### config.mk
export PLATFORM = sky130hd
export DESIGN_NAME = fifo_rptr_rempty
export DESIGN_NICKNAME = d
export VERILOG_FILES = /design/src/rtl/fifo_rptr_rempty.sv
export SDC_FILE = /design/constraint.sdc
export NUM_CORES = 1
export LEC_CHECK = 0
export ABC_AREA = 1
export BUFFER_PORTS_ARGS = -buffer_cell sky130_fd_sc_hd__buf_2
export CAP_MARGIN = 20
export CORE_MARGIN = 10
export CORE_UTILIZATION = 35
export CTS_CLUSTER_DIAMETER = 120
export DETAILED_ROUTE_END_ITERATION = 8
export PLACE_DENSITY = 0.52
export SLEW_MARGIN = 10
export SYNTH_ARGS = -nofsm -noshare
export SYNTH_HDL_FRONTEND = slang
export SYNTH_SLANG_ARGS = --single-unit
### constraint.sdc
create_clock -name Rclk -period 5 [get_ports Rclk]
set_clock_uncertainty 0.1 [all_clocks]
set_input_delay 1.5 -clock Rclk [delete_from_list [all_inputs] [get_ports Rclk]]
set_output_delay 1.5 -clock Rclk [all_outputs]
set_load 0.01 [all_outputs]
### src/rtl/fifo_rptr_rempty.sv
// Read-side pointer and empty-flag logic for an asynchronous FIFO.
// Synchronises the Gray write pointer into the read clock domain. Keeps the
// binary and Gray read pointers, and produces the registered empty flag and
// a sticky underflow flag.
// Optional feature (macro FIFO_RLEVEL_EN): adds the fill level and the
// almost-empty outputs, both computed from the synchronised write pointer.
module fifo_rptr_rempty #(
    parameter int Address   = 3,
    parameter int AE_Thresh = 1
) (
    input  logic               Rclk,
    input  logic               Rrst,
    input  logic               Rinc,
    input  logic [Address:0]   Wptr,
    output logic [Address-1:0] Radder,
    output logic [Address:0]   Rptr,
    output logic               Rempty,
    output logic               Runderflow
`ifdef FIFO_RLEVEL_EN
    ,
    output logic [Address:0]   Rlevel,
    output logic               Ralmost_empty
`endif
);

    logic [Address:0] rq1_wptr;
    logic [Address:0] rq2_wptr;
    logic [Address:0] rbin;
    logic [Address:0] rbin_next;
    logic [Address:0] rgray_next;
    logic             read_ok;

    // Two-flop synchroniser: the only place the foreign-domain pointer is sampled
    always_ff @(posedge Rclk) begin
        if (!Rrst) begin
            rq1_wptr <= '0;
            rq2_wptr <= '0;
        end else begin
            rq1_wptr <= Wptr;
            rq2_wptr <= rq1_wptr;
        end
    end

    // Next-pointer arithmetic: a read while empty is ignored
    always_comb begin
        read_ok    = Rinc & ~Rempty;
        rbin_next  = rbin + {{Address{1'b0}}, read_ok};
        rgray_next = (rbin_next >> 1) ^ rbin_next;
    end

    // Pointer, empty and sticky underflow registers
    always_ff @(posedge Rclk) begin
        if (!Rrst) begin
            rbin       <= '0;
            Rptr       <= '0;
            Rempty     <= 1'b1;
            Runderflow <= 1'b0;
        end else begin
            rbin       <= rbin_next;
            Rptr       <= rgray_next;
            Rempty     <= (rgray_next == rq2_wptr);
            Runderflow <= Runderflow | (Rinc & Rempty);
        end
    end

    assign Radder = rbin[Address-1:0];

`ifdef FIFO_RLEVEL_EN
    localparam logic [Address:0] AeThresh = AE_Thresh[Address:0];

    logic [Address:0] wbin_s;
    logic [Address:0] level_next;

    // Gray-to-binary conversion of the synchronised write pointer, then the fill level
    always_comb begin
        wbin_s = '0;
        for (int i = 0; i <= Address; i++) begin
            wbin_s[i] = ^(rq2_wptr >> i);
        end
        level_next = wbin_s - rbin_next;
    end

    // Registered fill level and almost-empty flag
    always_ff @(posedge Rclk) begin
        if (!Rrst) begin
            Rlevel        <= '0;
            Ralmost_empty <= 1'b1;
        end else begin
            Rlevel        <= level_next;
            Ralmost_empty <= (level_next <= AeThresh);
        end
    end
`endif

endmodule

# [Word level (Yosys, flattened, before mapping)]
# Cells that the tools add are included.
[word_totals] regBits=18 in_bits=7 out_inout_bits=9 word_cells=13
[op_classes] add_sub_neg=1 n_eq_ne=1 bitwise=5
[ops] op="$add 4x1->4" count=1
[ops] op="$eq 4x4->1" count=1
[ops] op="$xor 3x4->4" count=1
[ops] op="$and 1x1->1" count=2
[ops] op="$not 1->1" count=1
[ops] op="$or 1x1->1" count=1

# [Depth between registers and ports, before layout]
# Gate-level depths: netlist of run 1.
[depth] depth_word=5 depth_mapped=13 mapped_depth_nobuf=13

# [Least setup slack after synthesis of run 1]
# No wires, ideal clock.
[synth_path] path_type="input to register" start="input port Rinc" end="register Rempty" setup_ns=0.125 arrival_time_ns=2.547 t_required_ns=4.775 slack_ns=2.228 cell_stages=13 path_buffers=0 path_cell_list="inv_1 > nor2_1 > ha_1 > ha_1 > inv_1 > nand2_1 > nand2_1 > nand2_1 > nand2_1 > nand3_1 > nor2_1 > nand2_1 > nand2_1"
[synth_between] elab_chain_cells=4
[synth_rtl] element="from (decl)" line_no="13" source="input logic Rinc,"
[synth_rtl] element="$and 1x1->1" line_no="46" source="read_ok = Rinc & ~Rempty;"
[synth_rtl] element="$add 4x1->4" line_no="47" source="rbin_next = rbin + {{Address{1'b0}}, read_ok};"
[synth_rtl] element="named net rbin_next[1]" line_no="29" source="logic [Address:0] rbin_next;"
[synth_rtl] element="$xor 3x4->4" line_no="48" source="rgray_next = (rbin_next >> 1) ^ rbin_next;"
[synth_rtl] element="$eq 4x4->1" line_no="61" source="Rempty <= (rgray_next == rq2_wptr);"
[synth_rtl] element="to (signal assigned)" line_no="61"
[synth_rtl] element="to (decl)" line_no="17" source="output logic Rempty,"
# The timed path passes the listed nets, and every way through them passes these cells.
# A chain may end at the register's enable or synchronous reset.

# [Worst setup path in the final report of run 1]
# Ends and elaborated chain as after synthesis.

==> results of run 1 <==
-- flip-flops by register name, summed over array words and instances, names as in the netlist --
signal / cells
rbin: 3
rq2_wptr: 4
rq1_wptr: 4
Rempty: 1
Runderflow: 1
Rptr: 4
-- layout by cell type, fill, tap and decap left out, drive strengths merged --
| cell | Yosys | routed |
|---|---|---|
| nand4 | 2 | 2 |
| a21oi | 4 | 4 |
| clkbuf | 1 | 4 |
| dfxtp | 17 | 17 |
| nand3 | 12 | 12 |
| ha | 2 | 2 |
| nand2 | 31 | 31 |
| nand3b | 1 | 1 |
| inv | 20 | 20 |
| buf | 0 | 15 |
| nor2 | 5 | 5 |
-- logic make-up after synthesis --
group                    Yosys count  synth area share [%]
AND/OR/NAND/NOR                   51                  31.9
adder cells (fa/ha/maj)            2                  3.67
buffers and inverters             21                  11.6
flip-flops                        17                  49.9
AO/OA/AOI/OAI                      4                  2.94
-- where the power goes --
part / switching (uW) / internal (uW) / leakage [uW] / total, uW
clock network: 39.9 / 30.9 / 0.0000150 / 70.8
logic: 18.3 / 13.6 / 0.000313 / 31.9
registers: 3.30 / 143 / 0.000140 / 147
-- layout make-up --
| type | instances | area (um2) | share of cell area [%] |
|---|---|---|---|
| Sequential cell | 17 | 340 | 42.0 |
| Tap cell | 25 | 31.3 | 3.86 |
| Inverter | 20 | 75.1 | 9.26 |
| Clock buffer | 4 | 26.3 | 3.24 |
| Timing Repair Buffer | 15 | 75.1 | 9.26 |
| Multi-Input combinational cell | 57 | 263 | 32.4 |
-- critical path, stage by stage --
cell	delay [ns]
buf_2	0.10
inv_1	0.04
nor2_1	0.03
ha_1	0.22
ha_1	0.34
inv_1	0.09
nand3_1	0.12
nand2_1	0.09
nand2_1	0.05
nand2_1	0.06
nor2_1	0.04
nand2_1	0.04
nand2_1	0.04
-- worst paths after layout --
path              slack [ns]         from          end  cells past startpoint
setup / recovery        2.30         Rinc       Rempty                     13
hold / removal          0.32  rq1_wptr[1]  rq2_wptr[1]                      2
setup reg to reg        3.29       Rempty       Rempty                     11
hold reg to reg         0.32  rq1_wptr[1]  rq2_wptr[1]                      2
-- metal layers --
layer / GRT usage (%) / vias to the layer above / part of all wire [%]
li1: - / 323 / -
met1: 8.04 / 260 / 46
met2: 11.7 / 15 / 47
met3: 2.61 / 4 / 5.2
met4: 3.21 / 0 / 1.6
met5: 0 / - / 0
-- stage by stage --
step                      std cells  utilization, %
after detailed placement        134            44.0
after CTS                       138            45.5
after global placement          134            44.0
after floorplan                  95               -
after global routing            138            45.5
final                           138            45.5
==> flow_metrics.env, run 1 <==
export IMPL_core_um2=1780
export IMPL_grt_max_degree=13
export IMPL_placed_area_um2=785
export IMPL_clock_sinks=17
export IMPL_cellLeakagePower_uw=0.000468
export IMPL_nNetsFinal=123
export IMPL_nFillCells=191
export IMPL_synth_yosys_seq_area_share_pct=49.9
export IMPL_synthToLayoutAreaGrowth_pct=18.9
export IMPL_syn_inst=95
export IMPL_htreeDepth=1
export IMPL_synth_seq_cells=17
export IMPL_fp_row_count=15
export IMPL_drtIter0Drc=10
export IMPL_vias=602
export IMPL_avgSynthCellArea_um2=7.18
export IMPL_fmax_mhz=370
export IMPL_synth_flop_cell="dfxtp_1"
export IMPL_synth_area_um2=682
export IMPL_die_w_um=64.1
export IMPL_ir_worst_vdd_mv=0.171
export IMPL_avgRoutedWirePerCell_um=9.67
export IMPL_fin_crit_sh_pct=54.0
export IMPL_rsz0062_at_grt="no"
export IMPL_yosysTopAreaCell="dfxtp_1"
export IMPL_setup_tns_ns=0
export IMPL_grt_pass1_wl_um=2370
export IMPL_worstMarginPinSlew_ns=0.215
export IMPL_design_area_um2=811
export IMPL_setup_ws_ns=2.30
export IMPL_drc_errors=0
export IMPL_first_global_vias=566
export IMPL_post_place_ws_ns=1.99
export IMPL_start_util_pct=38.2
export IMPL_drive_above_1_share_pct=16.8
export IMPL_synth_top_area_share_pct=49.9
export IMPL_drt_pass1_iter_count=4
export IMPL_finalCriticalPeriod_ns=2.70
export IMPL_max_cap_violations=0
export IMPL_status="finished clean"
export IMPL_gp_congestion=0.745
export IMPL_cts_setup_buffers=0
export IMPL_crit_path_start_kind="input pin"
export IMPL_clock_path_buffers=2
export IMPL_dieArea_um2=4110
export IMPL_power_uw=249
export IMPL_dp_hpwl_um=1060
export IMPL_ioPinCount=16
export IMPL_synth_common_cells="nand2_1, inv_1, dfxtp_1, nand3_1, nor2_1"
export IMPL_ys_types=11
export IMPL_setup_viol=0
export IMPL_portBuffers=15
export IMPL_pwr_density_cell_nw_per_um2=307
export IMPL_synth_fp_nets=104
export IMPL_async_reset_ff_share_pct=0
export IMPL_yosys_cell_count_top_type="nand2_1"
export IMPL_cts_tree="done"
export IMPL_clk_insertion_delay_late_ns=0.28
export IMPL_hp_class="reg2reg"
export IMPL_antenna_found_initial=0
export IMPL_worstPathRequired_ns=5.07
export IMPL_path_class="in2reg"
export IMPL_root_buffer="clkbuf_4"
export IMPL_slew_viol_final=0
export IMPL_clk_pin_slew_ns=0.09
export IMPL_synth_area_top_cells="dfxtp_1, nand2_1, inv_1"
export IMPL_cp_max_fo=4
export IMPL_crit_path_end_kind="flop"
export IMPL_grt_ovfl_total=0
export IMPL_wirelength_um=1340
export IMPL_worst_hold_slack_ns=0.318
export IMPL_grtUsageTotal_pct=7.11
export IMPL_arrival_ns=2.78
export IMPL_cts_resized=0
export IMPL_synth_edf_count=0
export IMPL_hold_viol=0
export IMPL_drtAntennaViolNets=0
export IMPL_slew_limit_headroom_pct=85.6
export IMPL_cts_hold_buf=0
export IMPL_yosysWarnings=0
export IMPL_antenna_cells=0
export IMPL_die_h_um=64.1
export IMPL_numCtsBuffers=3
export IMPL_viasPerCell=4.36
Power figures use the tool's default switching activity.
==> run 2, diff against run 1 <==
--- a/config.mk
+++ b/config.mk
@@ -12,7 +12,7 @@
 export CORE_UTILIZATION = 35
 export CTS_CLUSTER_DIAMETER = 120
 export DETAILED_ROUTE_END_ITERATION = 8
-export PLACE_DENSITY = 0.52
+export PLACE_DENSITY = 0.54
 export SLEW_MARGIN = 10
 export SYNTH_ARGS = -nofsm -noshare
 export SYNTH_HDL_FRONTEND = slang
==> constraint.sdc (replaced) <==
create_clock -name Rclk -period 2.35 [get_ports Rclk]
set_clock_uncertainty 0.1 [all_clocks]
set_input_delay 0.705 -clock Rclk [delete_from_list [all_inputs] [get_ports Rclk]]
set_output_delay 0.705 -clock Rclk [all_outputs]
set_load 0.01 [all_outputs]
==> flow_metrics.env, run 2 (synthesized netlist as in run 1, its figures left out) <==
export IMPL_status="finished clean"
export IMPL_nNetsFinal=123
export IMPL_fin_crit_sh_pct=80.8
export IMPL_core_um2=1780
export IMPL_worstMarginPinSlew_ns=0.210
export IMPL_cts_resized=0
export IMPL_drive_above_1_share_pct=16.8
export IMPL_layout_common_cells="nand2_1, inv_1, dfxtp_1"
export IMPL_slew_viol_final=0
export IMPL_pwr_density_cell_nw_per_um2=662
export IMPL_crit_path_end_kind="flop"
export IMPL_htreeDepth=1
export IMPL_worstPathRequired_ns=2.49
export IMPL_mostFrequentLayoutCell="nand2_1"
export IMPL_path_class="in2reg"
export IMPL_fp_row_count=15
export IMPL_clk_insertion_delay_late_ns=0.29
export IMPL_crit_start="Rinc"
export IMPL_slew_limit_headroom_pct=86.0
export IMPL_rr_startpoint="Rempty"
export IMPL_cp_max_fo=4
export IMPL_clock_path_buffers=2
export IMPL_ir_worst_vdd_mv=0.359
export IMPL_numCtsBuffers=3
export IMPL_ff2ff_path_depth=11
export IMPL_viasPerCell=4.22
export IMPL_rsz0062_at_grt="no"
export IMPL_vias=583
export IMPL_grt_max_degree=13
export IMPL_setup_tns_ns=0
export IMPL_first_global_vias=537
export IMPL_clock_sinks=17
export IMPL_fmax_mhz=527
export IMPL_rr_endpoint="Rempty"
export IMPL_antenna_cells=0
export IMPL_root_buffer="clkbuf_4"
export IMPL_hp_class="reg2reg"
export IMPL_drt_pass1_iter_count=5
export IMPL_rrSetupSlack_ns=0.62
export IMPL_synthToLayoutAreaGrowth_pct=18.9
export IMPL_crit_path_start_kind="input pin"
export IMPL_grtUsageTotal_pct=6.86
export IMPL_grt_ovfl_total=0
export IMPL_antenna_found_initial=0
export IMPL_avgRoutedWirePerCell_um=9.14
export IMPL_cts_hold_buf=0
export IMPL_cts_setup_buffers=0
export IMPL_dieArea_um2=4110
export IMPL_portBuffers=15
export IMPL_start_util_pct=38.2
export IMPL_crit_end="Rempty"
export IMPL_dp_hpwl_um=992
export IMPL_gp_congestion=0.784
export IMPL_clk_pin_slew_ns=0.10
export IMPL_die_h_um=64.1
export IMPL_drc_errors=0
export IMPL_drtAntennaViolNets=0
export IMPL_grt_pass1_wl_um=2260
export IMPL_die_w_um=64.1
export IMPL_cts_tree="done"
export IMPL_finalCriticalPeriod_ns=1.90
export IMPL_max_cap_violations=0
export IMPL_wirelength_um=1260
export IMPL_design_area_um2=811
export IMPL_ioPinCount=16
export IMPL_arrival_ns=2.04
export IMPL_reg_top3="Rptr (4), rq1_wptr (4), rq2_wptr (4)"
export IMPL_hold_viol=0
export IMPL_drtIter0Drc=7
export IMPL_cellLeakagePower_uw=0.000468
export IMPL_placed_area_um2=785
export IMPL_setup_viol=0
run 2: through the flow:
step,utilization [%],hold slack [ns],power (uW),std cells,setup slack (ns)
after global routing,45.5,0.337,571,138,0.278
after detailed placement,44.0,0.297,388,134,0.148
after floorplan,-,0.286,364,95,0.373
after global placement,44.0,0.289,388,134,0.111
after CTS,45.5,0.320,548,138,0.461
final,45.5,0.308,537,138,0.451
run 2: worst max-delay path, stage by stage:
cell and delay (ns):
buf_2 0.10, inv_1 0.04, nor2_1 0.03, ha_1 0.22, ha_1 0.35, inv_1 0.07
nand2_1 0.10, nand3b_1 0.09, nand2_1 0.07, nand3_1 0.07, nor2_1 0.08, nand2_1 0.05
nand2_1 0.04
run 2: where the power goes:
group / switching (uW) / total, uW / internal (uW)
registers: 7.18 / 312 / 305
logic: 38.7 / 67.5 / 28.8
clock network: 91.5 / 158 / 66.0
run 2: area by class of cell:
class                      count  area [um2]
inverter                      20        75.1
sequential                    17         340
timing repair buffer          15        75.1
clock buffer                   4        26.3
tap                           25        31.3
fill                         204         972
multi-input combinational     57         263
run 2: routing by layer:
layer	part of all wire [%]	track usage (%)
met3	6.7	3.14
met4	1.9	4.81
met5	0	0
met1	46	7.62
met2	45	10.2
run 2: worst min path at each step:
stage                      startpoint     endpoint  slack (ns)  cells after the start
after detailed placement  rq1_wptr[1]  rq2_wptr[1]        0.30                      2
after global routing      rq1_wptr[0]  rq2_wptr[0]        0.34                      2
after CTS                 rq1_wptr[1]  rq2_wptr[1]        0.32                      2
after floorplan           rq1_wptr[1]  rq2_wptr[1]        0.29                      2
final                     rq1_wptr[1]  rq2_wptr[1]        0.31                      2
after global placement    rq1_wptr[1]  rq2_wptr[1]        0.29                      2
